<file path="src/rtl/bcd_counter_2digit.sv">
// Two-digit packed-BCD up/down counter with prescaler, saturating load and wrap pulse.
// Optional BCD_COUNTER_STEP_EN adds a synchronised pushbutton `step` input.
module bcd_counter_2digit #(
  parameter int unsigned DIV = 50000000
) (
  input  logic       clk,
  input  logic       rst_n,
  input  logic       en,
  input  logic       up,
  input  logic       load,
  input  logic [7:0] load_val,
`ifdef BCD_COUNTER_STEP_EN
  input  logic       step,
`endif
  output logic [7:0] bcd,
  output logic       wrap,
  output logic       load_err
);

  localparam int unsigned PW = (DIV > 1) ? $clog2(DIV) : 1;
  localparam logic [PW-1:0] PMAX = PW'(DIV - 1);

  logic [PW-1:0] presc, presc_d;
  logic [7:0]    bcd_d;
  logic          wrap_d, err_d;
  logic          tick, advance;
  logic [3:0]    ones, tens;

  function automatic logic [3:0] sat9(input logic [3:0] n);
    return (n > 4'd9) ? 4'd9 : n;
  endfunction

`ifdef BCD_COUNTER_STEP_EN
  logic [2:0] step_sync;
  logic       step_edge;

  // Two-flop synchroniser plus a history flop for rising-edge detection
  always_ff @(posedge clk or negedge rst_n) begin
    if (!rst_n) step_sync <= 3'b000;
    else        step_sync <= {step_sync[1:0], step};
  end

  assign step_edge = step_sync[1] & ~step_sync[2];
`else
  logic step_edge;
  assign step_edge = 1'b0;
`endif

  always_ff @(posedge clk or negedge rst_n) begin
    if (!rst_n) begin
      presc    <= '0;
      bcd      <= 8'h00;
      wrap     <= 1'b0;
      load_err <= 1'b0;
    end else begin
      presc    <= presc_d;
      bcd      <= bcd_d;
      wrap     <= wrap_d;
      load_err <= err_d;
    end
  end

  // Next-state: load beats a step, a step beats hold; tick and step edge merge into one step
  always_comb begin
    presc_d = presc;
    bcd_d   = bcd;
    wrap_d  = 1'b0;
    err_d   = load_err;
    ones    = bcd[3:0];
    tens    = bcd[7:4];
    tick    = en && (presc == PMAX);
    advance = tick || step_edge;

    if (en) presc_d = tick ? '0 : presc + PW'(1);

    if (load) begin
      presc_d = '0;
      bcd_d   = {sat9(load_val[7:4]), sat9(load_val[3:0])};
      err_d   = (load_val[7:4] > 4'd9) || (load_val[3:0] > 4'd9);
    end else if (advance) begin
      if (up) begin
        if (ones < 4'd9) begin
          ones = ones + 4'd1;
        end else begin
          ones = 4'd0;
          if (tens < 4'd9) begin
            tens = tens + 4'd1;
          end else begin
            tens   = 4'd0;
            wrap_d = 1'b1;
          end
        end
      end else begin
        if (ones > 4'd0) begin
          ones = ones - 4'd1;
        end else begin
          ones = 4'd9;
          if (tens > 4'd0) begin
            tens = tens - 4'd1;
          end else begin
            tens   = 4'd9;
            wrap_d = 1'b1;
          end
        end
      end
      bcd_d = {tens, ones};
    end
  end

endmodule
</file>
<file path="config.mk">
export PLATFORM = sky130hd
export DESIGN_NAME = bcd_counter_2digit
export DESIGN_NICKNAME = d
export VERILOG_FILES = /design/src/rtl/bcd_counter_2digit.sv
export SDC_FILE = /design/constraint.sdc
export NUM_CORES = 1
export LEC_CHECK = 0
export CAP_MARGIN = 20
export CORE_ASPECT_RATIO = 1.5
export CORE_MARGIN = 4
export CORE_UTILIZATION = 59
export CTS_BUF_LIST = sky130_fd_sc_hd__clkbuf_4 sky130_fd_sc_hd__clkbuf_8
export CTS_CLUSTER_DIAMETER = 30
export DETAILED_ROUTE_END_ITERATION = 6
export GPL_ROUTABILITY_DRIVEN = 1
export PLACE_DENSITY_LB_ADDON = 0.3
export RECOVER_POWER = 25
export SYNTH_ARGS = -nofsm -noshare
export SYNTH_HDL_FRONTEND = slang
export SYNTH_SLANG_ARGS = --single-unit
</file>
<file path="constraint.sdc">
create_clock -name clk -period 2.4 [get_ports clk]
set_input_delay 0.48 -clock clk [delete_from_list [all_inputs] [get_ports clk]]
set_output_delay 0.48 -clock clk [all_outputs]
set_load 0.03 [all_outputs]
</file>
* Yosys cells after proc, flatten, opt, wreduce, memory -nomap -nowiden
Index checks and enable logic that the tools add are counted.
W data, S select, Z words.
** Storage, ports and cells
- Flip-flop bits (word level) :: 36
- Bits of input ports :: 13
- Output and inout port bits :: 10
- Word-level logic and storage cells :: 46
** Operators by class
- Add/sub/neg operators :: 5
- Magnitude comparators :: 6
- Multiplexer cells :: 22
- Reduce and logical (&&, ||, !) cells :: 5
- Equality and inequality tests :: 3
** Operator list (count)
- $mux W26 :: 3
- $mux W4 :: 10
- $add A26 B1 Y26 const B :: 1
- $eq A26 B26 Y1 const B :: 1
- $mux W8 :: 2
- $add A4 B1 Y4 const B :: 2
- $gt A4 B1 Y1 const B :: 2
- $gt A4 B4 Y1 const B :: 2
- $lt A4 B4 Y1 const B :: 2
- $sub A4 B1 Y4 const B :: 2
- $mux W1 :: 7
- $ne A3 B3 Y1 const B :: 2
- $reduce_bool A2 Y1 :: 2
- $reduce_and A3 Y1 :: 1
- $logic_and A1 B1 Y1 :: 1
- $logic_or A1 B1 Y1 :: 1

* Longest topological paths before layout
Gate-level depths: netlist of the first run.
- Depth after elaboration :: 6
- Mapped depth :: 9

* Worst setup path after synthesis of the first run
OpenSTA, ideal clock, no wires.
- Path kind :: register -> register
- From :: reg presc[0]
- To :: reg bcd[0]
- Data required time :: 2.276 ns
- Period minus slack after synthesis :: 2.191 ns
- Path buffers :: 1
- Data arrival time :: 2.067 ns
- Slack :: 0.209 ns
- Cell stages (with the launch flop) :: 8
- Library setup time :: 0.124 ns
- Cell sequence :: dfrtp_1 -> ha_1 -> nand2_1 -> or3_1 -> buf_6 -> or4_4 -> o21a_1 -> o31a_1
** On the way
- Cells in the longest elaborated chain, start to end :: 3
** Ends and longest elaborated chain
- start, declared :: RTL line 23 : logic [PW-1:0] presc, presc_d;
- start signal, assigned :: RTL line 56 : presc <= presc_d;
- $eq A26 B26 Y1 :: RTL line 71 : tick = en && (presc == PMAX);
- $logic_and A1 B1 Y1 :: RTL line 71
- $reduce_bool A2 Y1 (no line)
- end signal, assigned :: RTL line 52 : bcd <= 8'h00;
- end signal, assigned :: RTL line 57 : bcd <= bcd_d;
- end, declared :: RTL line 15 : output logic [7:0] bcd,
Every way passes these cells.
A chain may end at the register's enable or synchronous reset.

* Final worst setup path of the first run
Same ends and word-level chain as after synthesis.

==> results of run 1 <==
## final timing paths
| kind | startpoint | to | slack (ns) | cells past startpoint |
|---|---|---|---|---|
| max in group asynchronous | rst_n | bcd[7] | 0.59 | 1 |
| worst max register to register | presc[0] | bcd[0] | 0.13 | 6 |
| worst max-delay path | presc[0] | bcd[0] | 0.13 | 6 |
| worst min register to register | load_err | load_err | 0.55 | 2 |
| worst min-delay path | load_err | load_err | 0.55 | 2 |
| min in group asynchronous | rst_n | presc[5] | 0.71 | 1 |
## through the flow
stage | instances | power (W) | instance area (µm²) | hold WS [ns] | utilization (%)
after floorplan | 257 | 0.000829 | 2290 | 0.184 | -
after global placement | 332 | 0.000945 | 2670 | 0.521 | 71.9
after detailed placement | 332 | 0.000950 | 2670 | 0.539 | 71.9
after CTS | 339 | 0.00141 | 2770 | 0.296 | 74.5
after global routing | 339 | 0.00147 | 2770 | 0.572 | 74.6
final | 339 | 0.00141 | 2770 | 0.549 | 74.6
## Yosys cell counts (all sizes together) (3+ instances only)
library cell  instances  area share, %
xnor2                 7            2.7
and4                  5            1.9
and2                  4            1.1
o211ai                4            1.3
nand3b                6            2.0
a31oi                 4            1.1
nand4                10            3.0
or4                   3            1.1
mux2i                 3            1.3
ha                    6            3.3
buf                   4            1.4
clkbuf                6           0.98
and3                  7            1.9
dfrtp                36             39
nand4b                3            1.1
nand3                 8            1.7
o22ai                 3           0.82
nor3                  7            1.5
a21oi                10            2.2
o21ai                10            2.2
nor2                 30            4.9
nand2                23            3.9
nor4                  5            2.0
xor2                 13            5.0
inv                  11            1.8
## kinds of logic (layout without fill, tap and decap cells)
kind of cell / Yosys count / in the layout / share of synthesized area [%]
AOI/OAI and AO/OA: 49 / 49 / 14.4
xor gates and xnor gates: 20 / 20 / 7.63
adders and majority gates: 6 / 6 / 3.27
buffers and inverters: 21 / 60 / 4.14
DFF: 36 / 36 / 39.3
muxes: 5 / 5 / 2.29
and+or+nand+nor: 120 / 120 / 29.0
## where the power goes
group | internal [W] | total, W | switching, W
combinational | 0.000124 | 0.000284 | 0.000159
sequential | 0.000626 | 0.000657 | 0.0000304
clock | 0.000256 | 0.000468 | 0.000213
## layer usage
| metal | track usage, % | routed length (µm) | up-vias |
|---|---|---|---|
| met4 | 12.8 | 157 | 0 |
| met5 | 0 | 0 | - |
| met2 | 43.7 | 3050 | 69 |
| met1 | 26.9 | 2180 | 1038 |
| met3 | 4.15 | 227 | 19 |
| li1 | - | - | 1016 |
## layout by cell type, fill, tap and decap left out, types with 2 or more instances in the layout
master                            count
sky130_fd_sc_hd__a211o_1              2
sky130_fd_sc_hd__buf_4               19
sky130_fd_sc_hd__o41ai_1              2
sky130_fd_sc_hd__nor4_1               4
sky130_fd_sc_hd__nand2_1             22
sky130_fd_sc_hd__nand3b_1             6
sky130_fd_sc_hd__nand4b_1             3
sky130_fd_sc_hd__nand3_1              8
sky130_fd_sc_hd__or4_1                2
sky130_fd_sc_hd__clkbuf_8             7
sky130_fd_sc_hd__dfrtp_1             36
sky130_fd_sc_hd__nor3_1               7
sky130_fd_sc_hd__xnor2_1              7
sky130_fd_sc_hd__mux2_2               2
sky130_fd_sc_hd__nor4b_1              2
sky130_fd_sc_hd__a211oi_1             2
sky130_fd_sc_hd__and2_1               4
sky130_fd_sc_hd__and3_1               7
sky130_fd_sc_hd__mux2i_1              3
sky130_fd_sc_hd__ha_1                 6
sky130_fd_sc_hd__a31oi_1              4
sky130_fd_sc_hd__o211ai_1             4
sky130_fd_sc_hd__nand4_1              9
sky130_fd_sc_hd__xor2_1              13
sky130_fd_sc_hd__nor2_1              30
sky130_fd_sc_hd__o22ai_1              3
sky130_fd_sc_hd__o21ai_0             10
sky130_fd_sc_hd__and4_1               5
sky130_fd_sc_hd__o2bb2ai_1            2
sky130_fd_sc_hd__a21oi_1             10
sky130_fd_sc_hd__nand2b_1             2
sky130_fd_sc_hd__inv_1               11
sky130_fd_sc_hd__clkdlybuf4s50_1     21
## worst register-to-register path: cells and delay by family (launching register included)
| family | cells | cell delay, ns |
|---|---|---|
| AO/OA/AOI/OAI | 2 | 0.46 |
| adder cells (fa/ha/maj) | 1 | 0.21 |
| flip-flops | 1 | 0.41 |
| AND/OR/NAND/NOR | 3 | 1.09 |
## sequential cells by signal, summed over array words and instances, names as in the netlist
name,flops
wrap,1
load_err,1
bcd,8
presc,26
## timing repair
action | in CTS | in global routing
resized for setup | 0 | 1
endpoints found under the hold margin | 0 | 0
endpoints found under the setup margin | 0 | 2
## cell type report
cell class                      count  area share [%]
Multi-Input combinational cell    200            47.0
Timing Repair Buffer               42            13.6
Sequential cell                    36            32.5
Clock buffer                        7            3.47
Inverter                           11            1.49
Tap cell                           43            1.94
==> metrics.log, run 1 <==
INFO  metric area.sequential = 901 µm²
INFO  metric ctsHtreeMaxLevel = 2
INFO  metric endpoint_kind = register
INFO  metric grt_remaining_overflow = 0
INFO  metric status = finished, violations left
INFO  metric timing.setup.tns = 0 ns
INFO  metric synth_edf_count = 0
INFO  metric worst-endpoint-required = 2.58 ns
INFO  metric post_synth_inst_count = 257
INFO  metric cts_max_path_buffers = 2
INFO  metric place.detailed.hpwl = 4.19 mm
INFO  metric post_syn_area_per_cell = 8.93 µm²
INFO  metric ys.warnings.count = 0
INFO  metric initial_utilization = 61.8%
INFO  metric clkLatencyLatePin = 0.29 ns
INFO  metric critical_path_class = register to register
INFO  metric post-route-worst-setup-slack = 0.133 ns
INFO  metric drt_first_pass_iters = 4
INFO  metric filler_cell_count = 276
INFO  metric path_clk_slew = 0.07 ns
INFO  metric n_antenna_cell = 0
INFO  metric final-max-slew-violation-count = 37
INFO  metric worst_pin_slew = 1.91 ns
INFO  metric cell_family_with_the_largest_share_of_critical_path_delay = simple AND/OR/NAND/NOR gates
INFO  metric rsz0062_at_grt = false
INFO  metric max_stage_delay = 0.58 ns
INFO  metric largest_net_degree_at_the_start_of_global_routing = 37
INFO  metric post_drt_wl_per_cell = 16.6 µm
INFO  metric floorplan.core_area = 3720 µm²
INFO  metric worst-path-buf-inv = 0
INFO  metric fp.dieArea = 4970 µm²
INFO  metric drive_above_1_share = 12.5%
INFO  metric min_period_over_period = 94.5%
INFO  metric clock.fmax = 441 MHz
INFO  metric first_pass_grt_wire_length = 9.60 mm
INFO  metric rows = 27
INFO  metric area_growth = 20.8%
INFO  metric hold_crit_path_type = register to register
INFO  metric async_reset_ff_share = 100%
INFO  metric totalWireLength = 5.61 mm
INFO  metric vias_after_detailed_routing = 2142
INFO  metric skew = 0.00568 ns
INFO  metric clock_tree.root_cell = sky130_fd_sc_hd__clkbuf_8
INFO  metric drt-initial-drc-count = 127
INFO  metric slew_headroom = -27.5%
INFO  metric dp_slack = 0.0651 ns
INFO  metric cpMaxStageDelayCell = sky130_fd_sc_hd__or4_4
INFO  metric synth.yosys.seq_area_share = 39.3%
INFO  metric synthFlopType = sky130_fd_sc_hd__dfrtp_1
INFO  metric synthesis.area = 2290 µm²
INFO  metric cts_made_buffers = 5
INFO  metric viasPerCell = 6.32
INFO  metric worst_endpoint_data_arrival_time = 2.45 ns
INFO  metric multiInputGateArea = 1300 µm²
INFO  metric grt_pass1_vias = 2173
INFO  metric power.static_leakage = 1.17 nW
INFO  metric postCtsSetupBuffers = 0
INFO  metric hold_violations = 0
INFO  metric die-height = 84.4 µm
INFO  metric drc_errors = 0
INFO  metric nNetsFinal = 315
INFO  metric synth.lib_cells_used.distinct = 53
INFO  metric antenna_violating_nets_post_route = 0
INFO  metric max_cap_viol_count = 1
INFO  metric power.density = 508 nW/µm²
INFO  metric cp_cell_sequence = ha_1 -> nand2_1 -> or3_4 -> or4_4 -> o21a_1 -> o31a_1
INFO  metric io_pins = 23
INFO  metric finalCriticalPeriod = 2.27 ns
INFO  metric gp_routability_congestion = 0.933
INFO  metric max_ir_drop_vdd = 0.596 mV
INFO  metric finalSetupViolations = 0
INFO  metric violations = max-capacitance violations, max-slew violations
INFO  metric die_width = 58.9 µm
INFO  metric worst_setup_path_start_kind = register
INFO  metric holdBufCountCts = 0
INFO  metric syn-num-nets = 276
INFO  metric grt_antenna_before_repair = 0
INFO  metric critical_path.max_fanout = 6
INFO  metric cts_sinks = 36
INFO  metric groute.usage.overall = 24.6%
INFO  metric ys_ff_latch = 36
INFO  metric port_buffers = 22
INFO  metric cts_tree = yes
Power figures use the tool's default switching activity.
==> run 2: changes to the inputs <==
- CORE_ASPECT_RATIO: 1.5 -> default
- CTS_CLUSTER_DIAMETER: 30 -> 80
==> run 2 against run 1 <==
Net effect: the run now ends clean; die area shrank 0.41%; combinational power is essentially flat; utilization grew 0.10 points; fmax shrank 0.45%; first-iteration DRC count grew 130%; sequential cell count is the same; register-to-register slack is essentially flat; clock-buffer cell count grew 1; non-clock buffer count shrank 1; sequential share of layout area is essentially flat; largest cell class unchanged.
==> metrics.log, run 2 (synthesized netlist as in run 1, its figures left out) <==
INFO  metric first_pass_grt_wire_length = 9.60 mm (about the same)
INFO  metric power.static_leakage = 1.16 nW (was 1.17 nW)
INFO  metric largest_net_degree_at_the_start_of_global_routing = 37 (unchanged)
INFO  metric power.density = 506 nW/µm² (was 508 nW/µm²)
INFO  metric largest_register_ffs = 26 (unchanged)
INFO  metric cell_family_with_the_largest_share_of_critical_path_delay = simple AND/OR/NAND/NOR gates (unchanged)
INFO  metric critical_path.max_fanout = 6 (unchanged)
INFO  metric worst-endpoint-required = 2.58 ns (about the same)
INFO  metric floorplan.core_area = 3720 µm² (unchanged)
INFO  metric finalSetupViolations = 0 (unchanged)
INFO  metric nNetsFinal = 314 (was 315)
INFO  metric ff2ff_path_depth = 6 (unchanged)
INFO  metric drc_errors = 0 (unchanged)
INFO  metric vias_after_detailed_routing = 2096 (was 2142)
INFO  metric drt_first_pass_iters = 5 (was 4)
INFO  metric top_register = presc (unchanged)
INFO  metric n_antenna_cell = 0 (unchanged)
INFO  metric grt_remaining_overflow = 0 (unchanged)
INFO  metric area_growth = 21.0% (was 20.8%)
INFO  metric fp.dieArea = 4950 µm² (was 4970 µm²)
INFO  metric antenna_violating_nets_post_route = 0 (unchanged)
INFO  metric place.detailed.hpwl = 3.99 mm (was 4.19 mm)
INFO  metric cp_cell_sequence = ha_1 -> nand2_1 -> or3_4 -> or4_4 -> o21a_1 -> o31a_1 (unchanged)
INFO  metric viasPerCell = 6.09 (was 6.32)
INFO  metric groute.usage.overall = 23.9% (was 24.6%)
INFO  metric cts_max_path_buffers = 2 (unchanged)
INFO  metric clock.fmax = 439 MHz (was 441 MHz)
INFO  metric post_drt_wl_per_cell = 15.9 µm (was 16.6 µm)
INFO  metric worst_endpoint_data_arrival_time = 2.45 ns (about the same)
INFO  metric path_clk_slew = 0.07 ns (about the same)
INFO  metric io_pins = 23 (unchanged)
INFO  metric rsz0062_at_grt = false (unchanged)
INFO  metric power = 0.00141 W (about the same)
INFO  metric grt_antenna_before_repair = 0 (unchanged)
INFO  metric worst_setup_path_start_kind = register (unchanged)
INFO  metric port_buffers = 22 (unchanged)
INFO  metric most_common_library_cell_in_the_layout_ignoring_fill_and_taps = sky130_fd_sc_hd__dfrtp_1 (unchanged)
INFO  metric whs_path_depth = 2 (unchanged)
INFO  metric min_period_over_period = 94.9% (was 94.5%)
INFO  metric rows = 22 (was 27)
INFO  metric clock_tree.root_cell = sky130_fd_sc_hd__clkbuf_8 (unchanged)
INFO  metric drive_above_1_share = 12.5% (unchanged)
INFO  metric timing.setup.tns = 0 ns (unchanged)
INFO  metric hold_crit_path_type = register to register (unchanged)
INFO  metric final_cell_mix = 36 x sky130_fd_sc_hd__dfrtp_1, 30 x sky130_fd_sc_hd__nor2_1, 22 x sky130_fd_sc_hd__nand2_1 (unchanged)
INFO  metric grt_pass1_vias = 2032 (was 2173)
INFO  metric holdBufCountCts = 0 (unchanged)
INFO  metric finalCriticalPeriod = 2.28 ns (was 2.27 ns)
INFO  metric max_ir_drop_vdd = 0.434 mV (was 0.596 mV)
INFO  metric worst-path-buf-inv = 0 (unchanged)
INFO  metric cts_made_buffers = 5 (unchanged)
INFO  metric max_cap_viol_count = 0 (was 1)
INFO  metric max_stage_delay = 0.57 ns (was 0.58 ns)
INFO  metric hold_violations = 0 (unchanged)
INFO  metric worst_pin_slew = 0.878 ns (was 1.91 ns)
INFO  metric final-max-slew-violation-count = 0 (was 37)
INFO  metric gp_routability_congestion = 0.883 (was 0.933)
INFO  metric postLayoutCellArea = 2780 µm² (was 2770 µm²)
INFO  metric skew = 0.00395 ns (was 0.00568 ns)
INFO  metric die-height = 70.4 µm (was 84.4 µm)
INFO  metric status = finished, final reports clean (was finished, violations left)
INFO  metric dp_slack = 0.0575 ns (was 0.0651 ns)
INFO  metric endpoint_kind = register (unchanged)
INFO  metric largestRegisters = presc x26, bcd x8 (unchanged)
INFO  metric worst_slack_on_hold_paths = 0.541 ns (was 0.549 ns)
INFO  metric clkLatencyLatePin = 0.29 ns (about the same)
INFO  metric cts_sinks = 36 (unchanged)
INFO  metric cpMaxStageDelayCell = sky130_fd_sc_hd__or4_4 (unchanged)
INFO  metric placed_cell_area = 2680 µm² (was 2670 µm²)
INFO  metric critical_path_class = register to register (unchanged)
INFO  metric slew_headroom = 41.5% (was -27.5%)
INFO  metric drt-initial-drc-count = 290 (was 127)
INFO  metric initial_utilization = 61.8% (unchanged)
INFO  metric die_width = 70.4 µm (was 58.9 µm)
INFO  metric ctsHtreeMaxLevel = 2 (unchanged)
INFO  metric critical_path_cell_count = 6 (unchanged)
INFO  metric cts_tree = yes (unchanged)
INFO  metric totalWireLength = 5.46 mm (was 5.61 mm)
INFO  metric post-route-worst-setup-slack = 0.123 ns (was 0.133 ns)
[run 2: repair_timing]
item,CTS,global route
setup buffers,0,0
resized for setup,0,1
endpoints found under the setup margin,0,3
[run 2: final cells by class]
type / count / area (µm²)
clock buffer: 8 / 97.6
sequential: 36 / 901
tap: 48 / 60.1
fill: 284 / 940
multi-input combinational: 200 / 1300
inverter: 11 / 41.3
timing repair buffer: 41 / 373
[run 2: path summary, 6_finish.rpt]
path / from / endpoint / slack, ns
max in group asynchronous: rst_n / presc[19] / 1.00
hold / removal: presc[15] / presc[15] / 0.54
setup / recovery: presc[0] / bcd[0] / 0.12
min in group asynchronous: rst_n / wrap / 0.84
setup reg to reg: presc[0] / bcd[0] / 0.12
hold reg to reg: presc[15] / presc[15] / 0.54
[run 2: power by group]
group	internal (W)	total, W	switching [W]
Sequential	0.000626	0.000658	0.0000314
Combinational	0.000124	0.000282	0.000158
Clock	0.000257	0.000466	0.000209
[run 2: tightest hold or removal path: stages (launching register included)]
cell	delay [ns]
sky130_fd_sc_hd__dfrtp_1	0.36
sky130_fd_sc_hd__xor2_1	0.07
sky130_fd_sc_hd__nor2_1	0.07
[run 2: stage by stage]
| stage | instances | utilization [%] |
|---|---|---|
| after floorplan | 257 | - |
| after global placement | 336 | 72.0 |
| after detailed placement | 336 | 72.0 |
| after CTS | 344 | 74.6 |
| after global routing | 344 | 74.7 |
| final | 344 | 74.7 |
[run 2: routing by layer]
metal	up-vias	part of all wire, %	global-route usage (%)
met1	994	47	33.6
met2	76	46	37.6
met5	-	0	0
met4	0	1.2	6.38
met3	10	5.3	4.75
li1	1016	-	-
